### src/rtl/fp_mul_pipe.sv
// fp_mul_pipe: pipelined IEEE-754 multiplier with RISC-V rounding, specials, flags and valid/ready stall/flush.
// Operands are registered on acceptance, then unpack, multiply, normalise and round/pack stages follow.
module fp_mul_pipe #(
    parameter int EXP_W = 8,
    parameter int MAN_W = 23,
    parameter int TAG_W = 5,
    localparam int W = 1 + EXP_W + MAN_W
) (
    input  logic             clk,
    input  logic             rst,
    input  logic             flush,
    input  logic             in_valid,
    output logic             in_ready,
    input  logic [W-1:0]     in_a,
    input  logic [W-1:0]     in_b,
    input  logic [2:0]       in_rm,
    input  logic [TAG_W-1:0] in_tag,
    output logic             out_valid,
    input  logic             out_ready,
    output logic [W-1:0]     out_result,
    output logic [4:0]       out_flags,
    output logic [TAG_W-1:0] out_tag
);
    localparam int EW = EXP_W + 2;
    localparam int MW = MAN_W + 1;
    localparam int PW = 2 * MW;
    localparam int MT = 10 + TAG_W + W;
    localparam logic [EXP_W-1:0] EMAX = '1;
    localparam logic [EXP_W-1:0] EMAX_M1 = {{(EXP_W-1){1'b1}}, 1'b0};
    localparam logic [EW-1:0] BIAS = {3'b000, {(EXP_W-1){1'b1}}};
    localparam logic [EW-1:0] E_OVF = {2'b00, EMAX};
    localparam logic [W-1:0] QNAN = {1'b0, EMAX, 1'b1, {(MAN_W-1){1'b0}}};

    logic             advance;
    logic             v0_q, v1_q, v2_q, v3_q, out_valid_q;
    logic [W-1:0]     a0_q, b0_q;
    logic [2:0]       rm0_q;
    logic [TAG_W-1:0] tag0_q;
    logic [MT-1:0]    m1_d, m1_q, m2_q, m3_q;
    logic [EW-1:0]    e1_d, e1_q, e2_q, e3_d, e3_q, e_rnd;
    logic [MW-1:0]    ma1_q, mb1_q, mant;
    logic [PW-1:0]    p2_q;
    logic [PW-2:0]    nsh;
    logic [MAN_W-1:0] f3_q;
    logic             g3_q, st3_q;
    logic [W-1:0]     out_result_q, res_d;
    logic [4:0]       out_flags_q, flg_d;
    logic [TAG_W-1:0] out_tag_q;

    assign advance = !out_valid_q | out_ready;
    assign in_ready = advance;
    assign out_valid = out_valid_q;
    assign out_result = out_result_q;
    assign out_flags = out_flags_q;
    assign out_tag = out_tag_q;

    logic [EXP_W-1:0] ea, eb;
    logic [MAN_W-1:0] fa, fb;
    logic             za, zb, ia, ib, na, nb, inv, nan, sgn1;
    assign ea = a0_q[W-2:MAN_W];
    assign eb = b0_q[W-2:MAN_W];
    assign fa = a0_q[MAN_W-1:0];
    assign fb = b0_q[MAN_W-1:0];
    assign za = ea == '0;
    assign zb = eb == '0;
    assign ia = ea == EMAX && fa == '0;
    assign ib = eb == EMAX && fb == '0;
    assign na = ea == EMAX && fa != '0;
    assign nb = eb == EMAX && fb != '0;
    assign inv = (ia & zb) | (ib & za);
    assign nan = na | nb | inv;
    assign sgn1 = a0_q[W-1] ^ b0_q[W-1];
    // Metadata bundle: {sign, rm, tag, special, special result, special flags}
    assign m1_d = {sgn1, rm0_q, tag0_q, nan | ia | ib | za | zb,
                   nan ? QNAN : (ia | ib) ? {sgn1, EMAX, {MAN_W{1'b0}}} : {sgn1, {(W-1){1'b0}}},
                   (na & !fa[MAN_W-1]) | (nb & !fb[MAN_W-1]) | inv, 4'b0000};
    assign e1_d = {2'b00, ea} + {2'b00, eb} - BIAS;

    assign nsh = p2_q[PW-1] ? p2_q[PW-2:0] : {p2_q[PW-3:0], 1'b0};
    assign e3_d = e2_q + {{(EW-1){1'b0}}, p2_q[PW-1]};

    logic             sgn4, sp4, gs, inc, ovf, unf, ovf_inf;
    logic [2:0]       rm4;
    logic [TAG_W-1:0] tag4;
    logic [W-1:0]     spres4;
    logic [4:0]       spflg4;
    assign {sgn4, rm4, tag4, sp4, spres4, spflg4} = m3_q;
    assign gs = g3_q | st3_q;
    assign inc = rm4 == 3'd1 ? 1'b0 : rm4 == 3'd2 ? gs & sgn4 : rm4 == 3'd3 ? gs & !sgn4 :
                 rm4 == 3'd4 ? g3_q : g3_q & (st3_q | f3_q[0]);
    assign mant = {1'b0, f3_q} + {{MAN_W{1'b0}}, inc};
    assign e_rnd = e3_q + {{(EW-1){1'b0}}, mant[MAN_W]};
    assign ovf = !e_rnd[EW-1] && e_rnd >= E_OVF;
    assign unf = e_rnd[EW-1] || e_rnd == '0;
    assign ovf_inf = rm4 == 3'd1 ? 1'b0 : rm4 == 3'd2 ? sgn4 : rm4 == 3'd3 ? !sgn4 : 1'b1;
    assign res_d = sp4 ? spres4 :
                   ovf ? (ovf_inf ? {sgn4, EMAX, {MAN_W{1'b0}}} : {sgn4, EMAX_M1, {MAN_W{1'b1}}}) :
                   unf ? {sgn4, {(W-1){1'b0}}} : {sgn4, e_rnd[EXP_W-1:0], mant[MAN_W-1:0]};
    assign flg_d = sp4 ? spflg4 : ovf ? 5'b00101 : unf ? 5'b00011 : {4'b0000, gs};

    always_ff @(posedge clk or posedge rst) begin
        if (rst) begin
            {v0_q, v1_q, v2_q, v3_q, out_valid_q} <= '0;
            out_result_q <= '0;
            out_flags_q <= '0;
            out_tag_q <= '0;
        end else if (flush) begin
            {v0_q, v1_q, v2_q, v3_q, out_valid_q} <= '0;
        end else if (advance) begin
            {v0_q, v1_q, v2_q, v3_q, out_valid_q} <= {in_valid, v0_q, v1_q, v2_q, v3_q};
            out_result_q <= res_d;
            out_flags_q <= flg_d;
            out_tag_q <= tag4;
        end
    end

    // Datapath needs no reset: stage valids gate everything observable
    always_ff @(posedge clk) begin
        if (advance) begin
            a0_q <= in_a;
            b0_q <= in_b;
            rm0_q <= in_rm;
            tag0_q <= in_tag;
            m1_q <= m1_d;
            e1_q <= e1_d;
            ma1_q <= {1'b1, fa};
            mb1_q <= {1'b1, fb};
            m2_q <= m1_q;
            e2_q <= e1_q;
            p2_q <= {{MW{1'b0}}, ma1_q} * {{MW{1'b0}}, mb1_q};
            m3_q <= m2_q;
            e3_q <= e3_d;
            f3_q <= nsh[PW-2 -: MAN_W];
            g3_q <= nsh[PW-2-MAN_W];
            st3_q <= |nsh[PW-3-MAN_W:0];
        end
    end
endmodule

### config.mk
export PLATFORM = sky130hd
export DESIGN_NAME = fp_mul_pipe
export DESIGN_NICKNAME = d
export VERILOG_FILES = /design/src/rtl/fp_mul_pipe.sv
export SDC_FILE = /design/constraint.sdc
export NUM_CORES = 2
export LEC_CHECK = 0
export CORE_MARGIN = 3
export CORE_UTILIZATION = 30
export DETAILED_ROUTE_END_ITERATION = 10
export SYNTH_ARGS = -nofsm -noshare
export SYNTH_HDL_FRONTEND = slang
export SYNTH_SLANG_ARGS = --single-unit
### constraint.sdc
create_clock -name clk -period 22.1 [get_ports clk]
set_input_delay 6.63 -clock clk [delete_from_list [all_inputs] [get_ports clk]]
set_output_delay 6.63 -clock clk [all_outputs]
set_load 0.02 [all_outputs]
======== Yosys cells after proc, flatten, opt, wreduce, memory -nomap -nowiden ========
Cells that the tools add are included.
cells by class
  add/sub/neg operators ................... 5
  $mul .................................... 1
  order comparisons ....................... 1
  equality and inequality tests ........... 6
  muxes and demuxes ....................... 26
  bitwise gates (word level) .............. 22
  reductions and logical operators ........ 21
operators with widths
  cell                                                                 count
  two-way mux 31 bit                                                   3
  multiplier 24 x 24 -> 48 bit                                         1
  two-way mux 47 bit                                                   1
  zero test 23 bit                                                     2
  nonzero test 23 bit                                                  2
  two-way mux 32 bit                                                   1
  adder 23 x 1 -> 24 bit                                               1
  two-way mux 24 bit                                                   1
  OR reduction 23 bit                                                  1
  adder 10 x 1 -> 10 bit                                               2
  two-way mux 1 bit                                                    17
  equality test 8 bit (second input constant)                          2
  zero test 8 bit                                                      2
  bitwise OR 1 bit                                                     13
  greater-or-equal comparator 10 x 8 -> 1 bit (second input constant)  1
  zero test 10 bit                                                     1
  subtractor 9 x 7 -> 10 bit (second input constant)                   1
  adder 8 x 8 -> 9 bit                                                 1
  AND 1 bit                                                            7
  equality test 3 x 2 -> 1 bit (second input constant)                 2
  logical AND 1 bit                                                    5
  zero test 1 bit                                                      5
  two-way mux 5 bit                                                    1
  equality test 3 x 1 -> 1 bit (second input constant)                 1
  other kinds (8)                                                      8
storage, ports and cells
  register bits after elaboration ......... 397
  output and inout bits ................... 44
  logic and storage cells ................. 107

======== Longest topological paths before layout ========
  depth after elaboration ................. 13
  gate-level depth with buffers ........... 27
  depth with buffers taken out ............ 25

======== Worst setup path before layout ========
No wires, ideal clock.
  kind .................................... input -> output
  start ................................... input port out_ready
  end ..................................... output port in_ready
  arrival ................................. 14199 ps
  data required time ...................... 15470 ps
  slack ................................... 1271 ps
  cell stages on the path ................. 2
  path buffers ............................ 1
  cells stage by stage .................... nand2b_1 clkbuf_1
between the ends
  word-level cells in the longest chain between the ends .. 1
ends and longest elaborated chain
  element           RTL line  RTL
  start, declared   19        input logic out_ready,
  bitwise OR 1 bit  50        assign advance = !out_valid_q | out_ready;
  end, declared     13        output logic in_ready,
No other way between the ends.

======== Worst setup path after layout ========
Same ends and word-level chain as after synthesis.

==> flow_summary_export.csv <==
group,metric,value,unit
min_path,hp-class,"reg2reg",
synthesis,synthXorXnorAreaFrac,2.54,%
synthesis,syn_area,0.0303,mm2
global_route,grtUsageMet1,19.0,%
worst_setup_path,r2r_end,"p2_q[45]",
global_route,grt_max_degree,178,
sta,fmax,0.0669,GHz
placement,hpwlAfterDp,55800,um
cts,numCtsBuffers,35,
min_path,hold-path-endpoint,"m3_q[42]",
route,finalWirelength,75200,um
sta,drv_slew,0,
sta,skew,0.0232,ns
cts,cts_setup_buffers,0,
floorplan,start_util,30.5,%
worst_setup_path,worstPathArrival,8.33,ns
finish,syn2layout_area_growth,12.6,%
outcome,outcome,"finished, final reports clean",
min_path,whs_path_depth,0,
synthesis,synth_compound_area_share,4.75,%
cts,cts-root-buf,"clkbuf_16",
synthesis,synth_fp_nets,3564,
global_route,antenna_found_initial,2,
floorplan,die_w,324,um
route,wl_per_cell,17.9,um
finish,multi_input_area,0.0185,mm2
finish,seqCellArea,0.00905,mm2
synthesis,yosys.area_share.simple,12.6,%
worst_setup_path,ff2ff_path_depth,23,
route,vias,19600,
cts,htreeDepth,2,
finish,postLayoutCoreUtil,34.4,%
synthesis,synth_cells,2810,
job,cap_viol_max_count,0,
cts,clock_latency,0.56,ns
cts,clk_path_buf_depth,3,
worst_setup_path,crit_required,15.47,ns
finish,final_nets,3641,
cts,clkSinkCount,309,
synthesis,synth_top_area_cell,"fa_1",
synthesis,synthDistinctLibCells,74,
global_route,grt_busiest_layer,"met2",
route,first_iter_violations,1225,
synthesis,synthMuxAreaShare,1.28,%
synthesis,synth-edff-count,263,
synthesis,synth-seq-cells,309,
route,vias_per_cell,4.66,
min_path,hold_start,"m2_q[42]",
cts,cts_resized,0,
route,ant_nets,0,
floorplan,die_h,324,um
placement,io_buffers,119,
worst_setup_path,worstSetupEndpointType,"primary output",
worst_setup_path,startpoint_type,"input port",
synthesis,synth_area_per_cell,10.8,um2
synthesis,synth_top_family_by_area,"adder cells",
synthesis,async_reset_ff_share,14.9,%
synthesis,synth_area_leaders,"fa_1 32%, edfxtp_1 26%, ha_1 8.0%",
worst_setup_path,critical_path.max_fanout,37,
route,first_pass_iters,5,
sta,finalSetupViolCount,0,
global_route,globalRouteOverflowTotal,0,
sta,hold_viol,0,
global_route,grt_util_met2,25.4,%
sta,relSlewSlack,19.5,%
worst_setup_path,rrSetupSlack,13.93,ns
finish,drive_above_1_share,4.74,%
global_route,grt_pass1_vias,20800,
floorplan,rows,115,
floorplan,core,0.0993,mm2
synthesis,yosysTopAreaCellShare,31.9,%
floorplan,die_area,0.105,mm2
cts,postCtsHoldBufs,0,
synthesis,synth_fa_ha_area_share,39.9,%
synthesis,ys.flop_type,"edfxtp_1",
floorplan,pin_count,121,
route,drc,0,
sta,tns,0,ns
sta,fin_crit,14.96,ns
synthesis,ys_warn_count,0,
worst_setup_path,r2r_start,"mb1_q[9]",
cts,path_clk_slew,0.06,ns
global_route,grt_pass1_wl,119000,um
global_route,grt_usage,14.7,%
global_route,grtUsageMet3,2.46,%
synthesis,yosysSeqAreaShare,29.9,%
sta,worst_pin_slew,1.21,ns
finish,antennaDiodeCount,0,
finish,fillers,9890,
cts,cts_tree,"built",
placement,gp_congestion,0.858,
worst_setup_path,setup.worst_path.class,"in2out",
sta,rsz0062_at_grt,"no",
sta,period_share,67.7,%
-- area by class of cell --
cell class / instances / area share [%]
clock buffers: 45 / 2.80
clock inverters: 15 / 0.521
inverters: 599 / 6.59
multi-input cells: 1780 / 54.4
flip-flops and latches: 309 / 26.5
well taps: 1287 / 4.72
repair buffers: 162 / 4.48
-- cell families after synthesis --
kind of cell,Yosys count
fa+ha+maj,677
buf+inv,721
other cells,1
flops,309
xor+xnor,88
mux,35
simple gates,766
compound gates,213
-- per-layer routing --
layer | part of all wire (%) | vias to the layer above
li1 | - | 8897
met1 | 42 | 9954
met2 | 49 | 558
met3 | 5.7 | 151
met4 | 3.2 | 0
met5 | 0 | -
-- flip-flops by register name, indices dropped and copies added (netlist names), 3 cells and up --
| name | cells |
|---|---|
| mb1_q | 23 |
| f3_q | 23 |
| m3_q | 14 |
| tag0_q | 5 |
| b0_q | 32 |
| m1_q | 14 |
| ma1_q | 23 |
| out_result | 32 |
| rm0_q | 3 |
| m2_q | 14 |
| out_tag | 5 |
| out_flags | 4 |
| e3_q | 10 |
| a0_q | 32 |
| p2_q | 48 |
| e2_q | 10 |
| e1_q | 10 |
-- cells in the mapped netlist, drive strengths merged (29+ instances only) --
master / number
a21oi: 54
and2: 248
clkbuf: 114
dfrtp: 46
edfxtp: 263
fa: 483
ha: 194
inv: 596
mux2: 29
nand2: 308
nand3: 34
nor2: 75
o21ai: 56
xnor2: 53
xor2: 35
-- worst max path at each step --
stage / end / startpoint / cells past startpoint
floorplan: in_ready / out_ready / 2
global placement: in_ready / out_ready / 3
detailed placement: in_ready / out_ready / 3
CTS: in_ready / out_ready / 3
global route: in_ready / out_ready / 3
finish: in_ready / out_ready / 3
-- worst max-delay path: stages --
cell and delay (ns):
clkdlybuf4s50_1 0.45, nand2b_4 0.44, clkdlybuf4s50_1 0.78
-- stage by stage --
stage	instances	setup slack, ns	hold slack (ns)	cell area (um2)
after floorplan	2810	1.27	0.400	30300
after global placement	4137	7.08	0.400	33000
after detailed placement	4137	7.09	0.405	33000
after CTS	4197	7.08	0.408	34100
after global routing	4197	7.00	0.417	34100
final	4197	7.14	0.414	34100
-- layout by cell type, fill, tap and decap left out, drive strengths merged, types with 10 or more instances in the layout --
cell type and instances:
and3 11, buf 43, clkbuf 45, and2 248, mux2 29, clkinv 12
nor2b 10, a22o 20, nor3 14, fa 483, nor2 75, nand2 308
a21oi 54, xor2 35, edfxtp 263, nand3 34, a21o 21, o21ai 56
ha 194, clkdlybuf4s50 119, nand4 14, inv 597, dfrtp 46, nor4 21
xnor2 53
Power is left out: the tool's default activity adds up to more than one toggle a clock period on the data nets, which glitch-free logic cannot reach.
